File: src/rtl/radix_4_div_pkg.sv
`default_nettype none
// +-----------------------------------------------------------------+
// | radix_4_div_pkg : shared digit encodings and FSM state type     |
// | Rev 1.0                                                         |
// +-----------------------------------------------------------------+
package radix_4_div_pkg;

  localparam int QUOT_NEG_2 = 0;
  localparam int QUOT_NEG_1 = 1;
  localparam int QUOT_ZERO  = 2;
  localparam int QUOT_POS_1 = 3;
  localparam int QUOT_POS_2 = 4;

  localparam logic [4:0] QUOT_ONEHOT_NEG_2 = 5'b00001 << QUOT_NEG_2;
  localparam logic [4:0] QUOT_ONEHOT_NEG_1 = 5'b00001 << QUOT_NEG_1;
  localparam logic [4:0] QUOT_ONEHOT_ZERO  = 5'b00001 << QUOT_ZERO;
  localparam logic [4:0] QUOT_ONEHOT_POS_1 = 5'b00001 << QUOT_POS_1;
  localparam logic [4:0] QUOT_ONEHOT_POS_2 = 5'b00001 << QUOT_POS_2;

  typedef enum logic [1:0] {
    ST_IDLE = 2'd0,
    ST_ITER = 2'd1,
    ST_POST = 2'd2,
    ST_DONE = 2'd3
  } iter_state_t;

  // Anything that is not a legal one-hot digit is handled as digit zero.
  function automatic logic [4:0] digit_sanitize(input logic [4:0] digit);
    return $onehot(digit) ? digit : QUOT_ONEHOT_ZERO;
  endfunction

endpackage
`default_nettype wire

File: src/rtl/radix_4_otf_conv.sv
`default_nettype none
// +-----------------------------------------------------------------+
// | radix_4_otf_conv : on-the-fly Q/QM update from one radix-4 digit |
// | Rev 1.0                                                         |
// +-----------------------------------------------------------------+
module radix_4_otf_conv
  import radix_4_div_pkg::*;
#(
  parameter int WIDTH = 32
) (
  input  logic [4:0]       quot_digit,
  input  logic [WIDTH-1:0] quot,
  input  logic [WIDTH-1:0] quot_m,
  output logic [WIDTH-1:0] quot_nxt,
  output logic [WIDTH-1:0] quot_m_nxt
);

  always_comb begin
    quot_nxt   = {quot[WIDTH-3:0], 2'b00};
    quot_m_nxt = {quot_m[WIDTH-3:0], 2'b11};
    case (quot_digit)
      QUOT_ONEHOT_POS_2: begin
        quot_nxt   = {quot[WIDTH-3:0], 2'b10};
        quot_m_nxt = {quot[WIDTH-3:0], 2'b01};
      end
      QUOT_ONEHOT_POS_1: begin
        quot_nxt   = {quot[WIDTH-3:0], 2'b01};
        quot_m_nxt = {quot[WIDTH-3:0], 2'b00};
      end
      QUOT_ONEHOT_NEG_1: begin
        quot_nxt   = {quot_m[WIDTH-3:0], 2'b11};
        quot_m_nxt = {quot_m[WIDTH-3:0], 2'b10};
      end
      QUOT_ONEHOT_NEG_2: begin
        quot_nxt   = {quot_m[WIDTH-3:0], 2'b10};
        quot_m_nxt = {quot_m[WIDTH-3:0], 2'b01};
      end
      default: begin
        quot_nxt   = {quot[WIDTH-3:0], 2'b00};
        quot_m_nxt = {quot_m[WIDTH-3:0], 2'b11};
      end
    endcase
  end

endmodule
`default_nettype wire

File: src/rtl/radix_4_iter_v1.sv
`default_nettype none
// +-----------------------------------------------------------------+
// | radix_4_iter_v1 : radix-4 SRT divider iteration stage           |
// | Rev 1.0                                                         |
// +-----------------------------------------------------------------+
module radix_4_iter_v1
  import radix_4_div_pkg::*;
#(
  parameter int WIDTH             = 32,
  parameter int ITN_WIDTH         = WIDTH + 4,
  parameter int QUOT_ONEHOT_WIDTH = 5,
  parameter int CNT_W             = $clog2(WIDTH / 2 + 1)
) (
  input  logic                         clk,
  input  logic                         rst,
  input  logic                         flush_i,
  input  logic                         start_valid_i,
  output logic                         start_ready_o,
  input  logic [ITN_WIDTH-1:0]         init_rem_sum_i,
  input  logic [ITN_WIDTH-1:0]         init_rem_carry_i,
  input  logic [QUOT_ONEHOT_WIDTH-1:0] init_quot_digit_i,
  input  logic [WIDTH-1:0]             divisor_i,
  input  logic [CNT_W-1:0]             iter_num_i,
  output logic [ITN_WIDTH-1:0]         rem_sum_o,
  output logic [ITN_WIDTH-1:0]         rem_carry_o,
  output logic [WIDTH-1:0]             divisor_o,
  output logic [QUOT_ONEHOT_WIDTH-1:0] prev_quot_digit_o,
  input  logic [QUOT_ONEHOT_WIDTH-1:0] quot_digit_i,
  output logic                         finish_valid_o,
  input  logic                         finish_ready_i,
  output logic [WIDTH-1:0]             quot_o,
  output logic [ITN_WIDTH-1:0]         rem_o
);

  iter_state_t           state;
  iter_state_t           state_nxt;
  logic [CNT_W-1:0]      cnt;
  logic [WIDTH-1:0]      quot;
  logic [WIDTH-1:0]      quot_m;
  logic [WIDTH-1:0]      quot_otf;
  logic [WIDTH-1:0]      quot_m_otf;
  logic [ITN_WIDTH-1:0]  div_ext;
  logic [ITN_WIDTH-1:0]  sum_sh;
  logic [ITN_WIDTH-1:0]  carry_sh;
  logic [ITN_WIDTH-1:0]  term;
  logic [ITN_WIDTH-1:0]  csa_sum;
  logic [ITN_WIDTH-1:0]  csa_carry;
  logic [ITN_WIDTH-1:0]  post_rem;
  logic [ITN_WIDTH-1:0]  post_fix;
  logic                  digit_pos;

  // Divisor aligned to the remainder's fixed point: sign, WIDTH bits, 3 guard bits.
  assign div_ext   = {1'b0, divisor_o, 3'b000};
  assign sum_sh    = rem_sum_o << 2;
  assign carry_sh  = rem_carry_o << 2;
  assign digit_pos = prev_quot_digit_o[QUOT_POS_1] | prev_quot_digit_o[QUOT_POS_2];

  always_comb begin
    term = '0;
    case (prev_quot_digit_o)
      QUOT_ONEHOT_NEG_2: term = div_ext << 1;
      QUOT_ONEHOT_NEG_1: term = div_ext;
      QUOT_ONEHOT_POS_1: term = ~div_ext;
      QUOT_ONEHOT_POS_2: term = ~(div_ext << 1);
      default:           term = '0;
    endcase
  end

  // Positive digits subtract: the +1 of the two's complement rides in the free carry LSB.
  assign csa_sum   = sum_sh ^ carry_sh ^ term;
  assign csa_carry = (((sum_sh & carry_sh) | (sum_sh & term) | (carry_sh & term)) << 1)
                   | {{(ITN_WIDTH-1){1'b0}}, digit_pos};

  assign post_rem = rem_sum_o + rem_carry_o;
  assign post_fix = post_rem + div_ext;

  radix_4_otf_conv #(
    .WIDTH(WIDTH)
  ) u_otf_conv (
    .quot_digit (prev_quot_digit_o),
    .quot       (quot),
    .quot_m     (quot_m),
    .quot_nxt   (quot_otf),
    .quot_m_nxt (quot_m_otf)
  );

  always_ff @(posedge clk or posedge rst) begin
    if (rst) begin
      state <= ST_IDLE;
    end else begin
      state <= state_nxt;
    end
  end

  always_comb begin
    state_nxt = state;
    if (flush_i) begin
      state_nxt = ST_IDLE;
    end else begin
      case (state)
        ST_IDLE: if (start_valid_i) state_nxt = (iter_num_i == '0) ? ST_POST : ST_ITER;
        ST_ITER: if (cnt == CNT_W'(1)) state_nxt = ST_POST;
        ST_POST: state_nxt = ST_DONE;
        ST_DONE: if (finish_ready_i) state_nxt = ST_IDLE;
        default: state_nxt = ST_IDLE;
      endcase
    end
  end

  always_comb begin
    start_ready_o  = (state == ST_IDLE);
    finish_valid_o = (state == ST_DONE);
  end

  always_ff @(posedge clk or posedge rst) begin
    if (rst) begin
      rem_sum_o         <= '0;
      rem_carry_o       <= '0;
      divisor_o         <= '0;
      prev_quot_digit_o <= QUOT_ONEHOT_ZERO;
      cnt               <= '0;
      quot              <= '0;
      quot_m            <= '0;
      quot_o            <= '0;
      rem_o             <= '0;
    end else if (!flush_i) begin
      case (state)
        ST_IDLE: begin
          if (start_valid_i) begin
            rem_sum_o         <= init_rem_sum_i;
            rem_carry_o       <= init_rem_carry_i;
            divisor_o         <= divisor_i;
            prev_quot_digit_o <= digit_sanitize(init_quot_digit_i);
            cnt               <= iter_num_i;
            quot              <= '0;
            quot_m            <= '0;
          end
        end
        ST_ITER: begin
          rem_sum_o         <= csa_sum;
          rem_carry_o       <= csa_carry;
          quot              <= quot_otf;
          quot_m            <= quot_m_otf;
          prev_quot_digit_o <= digit_sanitize(quot_digit_i);
          cnt               <= cnt - CNT_W'(1);
        end
        ST_POST: begin
          if (post_rem[ITN_WIDTH-1]) begin
            rem_o  <= post_fix;
            quot_o <= quot_m;
          end else begin
            rem_o  <= post_rem;
            quot_o <= quot;
          end
        end
        default: ;
      endcase
    end
  end

  // QDS must return a legal one-hot digit while iterating.
  assert property (@(posedge clk) disable iff (rst) (state == ST_ITER) |-> $onehot(quot_digit_i));

endmodule
`default_nettype wire
File: config.mk
export PLATFORM = sky130hd
export DESIGN_NAME = radix_4_iter_v1
export DESIGN_NICKNAME = d
export VERILOG_FILES = /design/src/rtl/radix_4_div_pkg.sv /design/src/rtl/radix_4_otf_conv.sv /design/src/rtl/radix_4_iter_v1.sv
export SDC_FILE = /design/constraint.sdc
export NUM_CORES = 1
export LEC_CHECK = 0
export BUFFER_PORTS_ARGS = -buffer_cell sky130_fd_sc_hd__buf_2
export CAP_MARGIN = 10
export CORE_MARGIN = 2
export CORE_UTILIZATION = 55
export DETAILED_ROUTE_END_ITERATION = 16
export MAX_ROUTING_LAYER = met4
export PLACE_DENSITY = 0.79
export SYNTH_ARGS = -nofsm -noshare
export SYNTH_HDL_FRONTEND = slang
export SYNTH_SLANG_ARGS = --single-unit
File: constraint.sdc
create_clock -name clk -period 11.5 [get_ports clk]
set_clock_uncertainty 0.05 [all_clocks]
set_input_delay 1.725 -clock clk [delete_from_list [all_inputs] [get_ports clk]]
set_output_delay 1.725 -clock clk [all_outputs]
set_load 0.005 [all_outputs]
==> reports/metrics.cfg <==
[clock_network]
cts_resized=0
post_cts_buffers=0
numCtsBuffers=29
clkSlewWorstSetupHoldPaths_ns=0.06
h-tree-depth=1
cts.sinks=248
cts_root_buffer=clkbuf_16
clock_latency_ns=0.56
clockBufferDepth=3
cts_tree=done
ctsHoldBuffers=0

[worst_hold_path]
hp-class=reg2reg
hold_path_depth=2

[logic_synthesis]
synth.most_common_cell=nand2_1
yosys.area.top_type=dfrtp_1
yosysTopAreaCellShare=0.378
synth_edf_count=0
yosysWarnings=0
synth_commonest_cells=nand2_1 (399), dfrtp_1 (247), o21ai_0 (209)
synth_flop_cell=dfrtp_1
synth_area_um2=16400
synthCells=1953
syn_avg_cell_area_um2=8.38
synthTopCellsByArea=dfrtp_1 (38%), nand2_1 (9.1%), o21ai_0 (6.4%)
synth_nets=2192
synth_cell_types=73
synthArstFlopShare=1.00
ys_ff_latch=248
ys_seq_area_frac=0.379

[critical_path]
path_class=reg2reg
path_max_fanout=8
cp-end-kind=register
critPathArrivalTime_ns=5.82
cp-start-kind=register
reg2reg_depth=20
crit_required_ns=11.89

[floorplanning]
core-area_um2=29500
die-area_um2=31200
die_w_um=177
initial_core_util=0.555
die_y_um=177
rows=63
io_pins=303

[timing]
fmax_mhz=184
rsz0062_at_grt=false
layout_setup_ws_ns=6.08
max-slew-margin-rel=0.290
fin_crit_ns=5.42
slew_violations=0
hold_violations=0
worst_pin_slew_ns=1.07
tns_ns=0
fin_crit_sh=0.472
setup_viol=0

[job]
max_cap_viol_count=0

[grt]
grt_overflow=0
antenna_found_initial=5
grt_max_degree=109
grt_pass1_wl_mm=82.3
first_global_vias=15204
grt_usage=0.341

[placement]
pre_cts_slack_ns=6.21
hpwl_mm=36.7
portBuffers=302
place_congestion=0.964

[routing]
drt_first_pass_iters=6
drt-total-wl_mm=52.1
drc=0
vias=15758
routed_via_density=6.07
ant_nets=0
drt-wirelength-per-cell_um=20.1
drt-initial-drc-count=1340

[cells_and_area]
syn_to_final_growth_pct=16.5
drive_above_1_share=0.181
fin_nets=2419
fill_cells=2573

[run_status]
outcome=complete, no violations

[kinds of logic (layout without fill, tap and decap cells)]
family / Yosys count / in the layout / share of synthesized area
adders and majority gates: 115 / 115 / 0.106
and+or+nand+nor: 614 / 614 / 0.155
DFF: 248 / 248 / 0.379
other: 0 / 5 / 0
muxes: 47 / 47 / 0.0287
xor gates and xnor gates: 63 / 63 / 0.0337
AOI/OAI and AO/OA: 645 / 645 / 0.244
buffers and inverters: 221 / 470 / 0.0537
[final timing paths]
path,start,to,slack [ns]
worst min-delay path,quot_m[31]$_DFFE_PP0P_,quot_m[31]$_DFFE_PP0P_,0.42
max in group asynchronous,rst,divisor_o[5]$_DFFE_PP0P_,7.79
min in group asynchronous,rst,quot_o[0]$_DFFE_PP0P_,1.20
worst min register to register,quot_m[31]$_DFFE_PP0P_,quot_m[31]$_DFFE_PP0P_,0.42
worst max register to register,rem_carry_o[1]$_DFFE_PP0P_,rem_o[34]$_DFFE_PP0P_,6.08
worst max-delay path,rem_carry_o[1]$_DFFE_PP0P_,rem_o[34]$_DFFE_PP0P_,6.08
[routing by layer]
metal	global-route usage	wire, um	vias up
li1	-	-	7284
met1	0.464	22000	7568
met2	0.524	23800	789
met3	0.0663	4750	117
met4	0.0933	1550	0
met5	-	0	-
[per-stage QoR]
step / hold WS [ns] / util / instance area, um2 / cells
floorplan: 0.388 / - / 16400 / 1953
global placement: 0.400 / 0.612 / 18000 / 2538
detailed placement: 0.407 / 0.612 / 18000 / 2538
CTS: 0.420 / 0.646 / 19000 / 2591
global route: 0.453 / 0.647 / 19100 / 2597
finish: 0.420 / 0.647 / 19100 / 2597
[cells in the final DEF, fill, tap and decap left out, types with 36 or more instances in the layout]
| cell type | netlist | layout |
|---|---|---|
| ha_1 | 76 | 75 |
| nor2_1 | 121 | 119 |
| a21o_1 | 36 | 36 |
| buf_2 | 6 | 302 |
| nand2_1 | 399 | 398 |
| mux2i_1 | 47 | 47 |
| dfrtp_1 | 247 | 247 |
| inv_1 | 97 | 95 |
| xnor2_1 | 38 | 38 |
| a21oi_1 | 157 | 157 |
| o21ai_0 | 209 | 209 |
| o211ai_1 | 40 | 40 |
| fa_1 | 39 | 39 |
[sequential cells by signal, summed over array words and instances (netlist names)]
name               count
rem_carry_o           36
quot_o                32
quot                  32
cnt                    5
rem_o                 36
prev_quot_digit_o      5
quot_m                32
rem_sum_o             36
state                  2
divisor_o             32
[layout make-up]
class,count,area (um2),share of cell area
multi-input combinational,1484,9330,0.489
sequential,248,6210,0.325
timing repair buffer,320,1660,0.0870
clock buffer,37,816,0.0428
tap,390,488,0.0256
inverter,97,372,0.0195
clock inverter,16,194,0.0102
antenna,5,12.5,0.000656
[worst max-delay path, cell delays in order (launching register included)]
cell and delay (ns):
dfrtp_1 0.45, ha_1 0.34, a21oi_1 0.09, nand4b_1 0.26
a211oi_2 0.51, o41ai_4 0.18, o21ai_2 0.27, inv_1 0.06
o21ai_0 0.21, xor2_1 0.25, ha_1 0.38, a21o_1 0.23
a31o_2 0.25, a31oi_1 0.15, a21oi_1 0.12, a221oi_1 0.49
a21oi_1 0.18, a31oi_1 0.30, o21ai_0 0.16, xnor2_1 0.14
o311ai_1 0.25
Power is left out: the tool's default activity adds up to more than one toggle a clock period on the data nets, which glitch-free logic cannot reach.
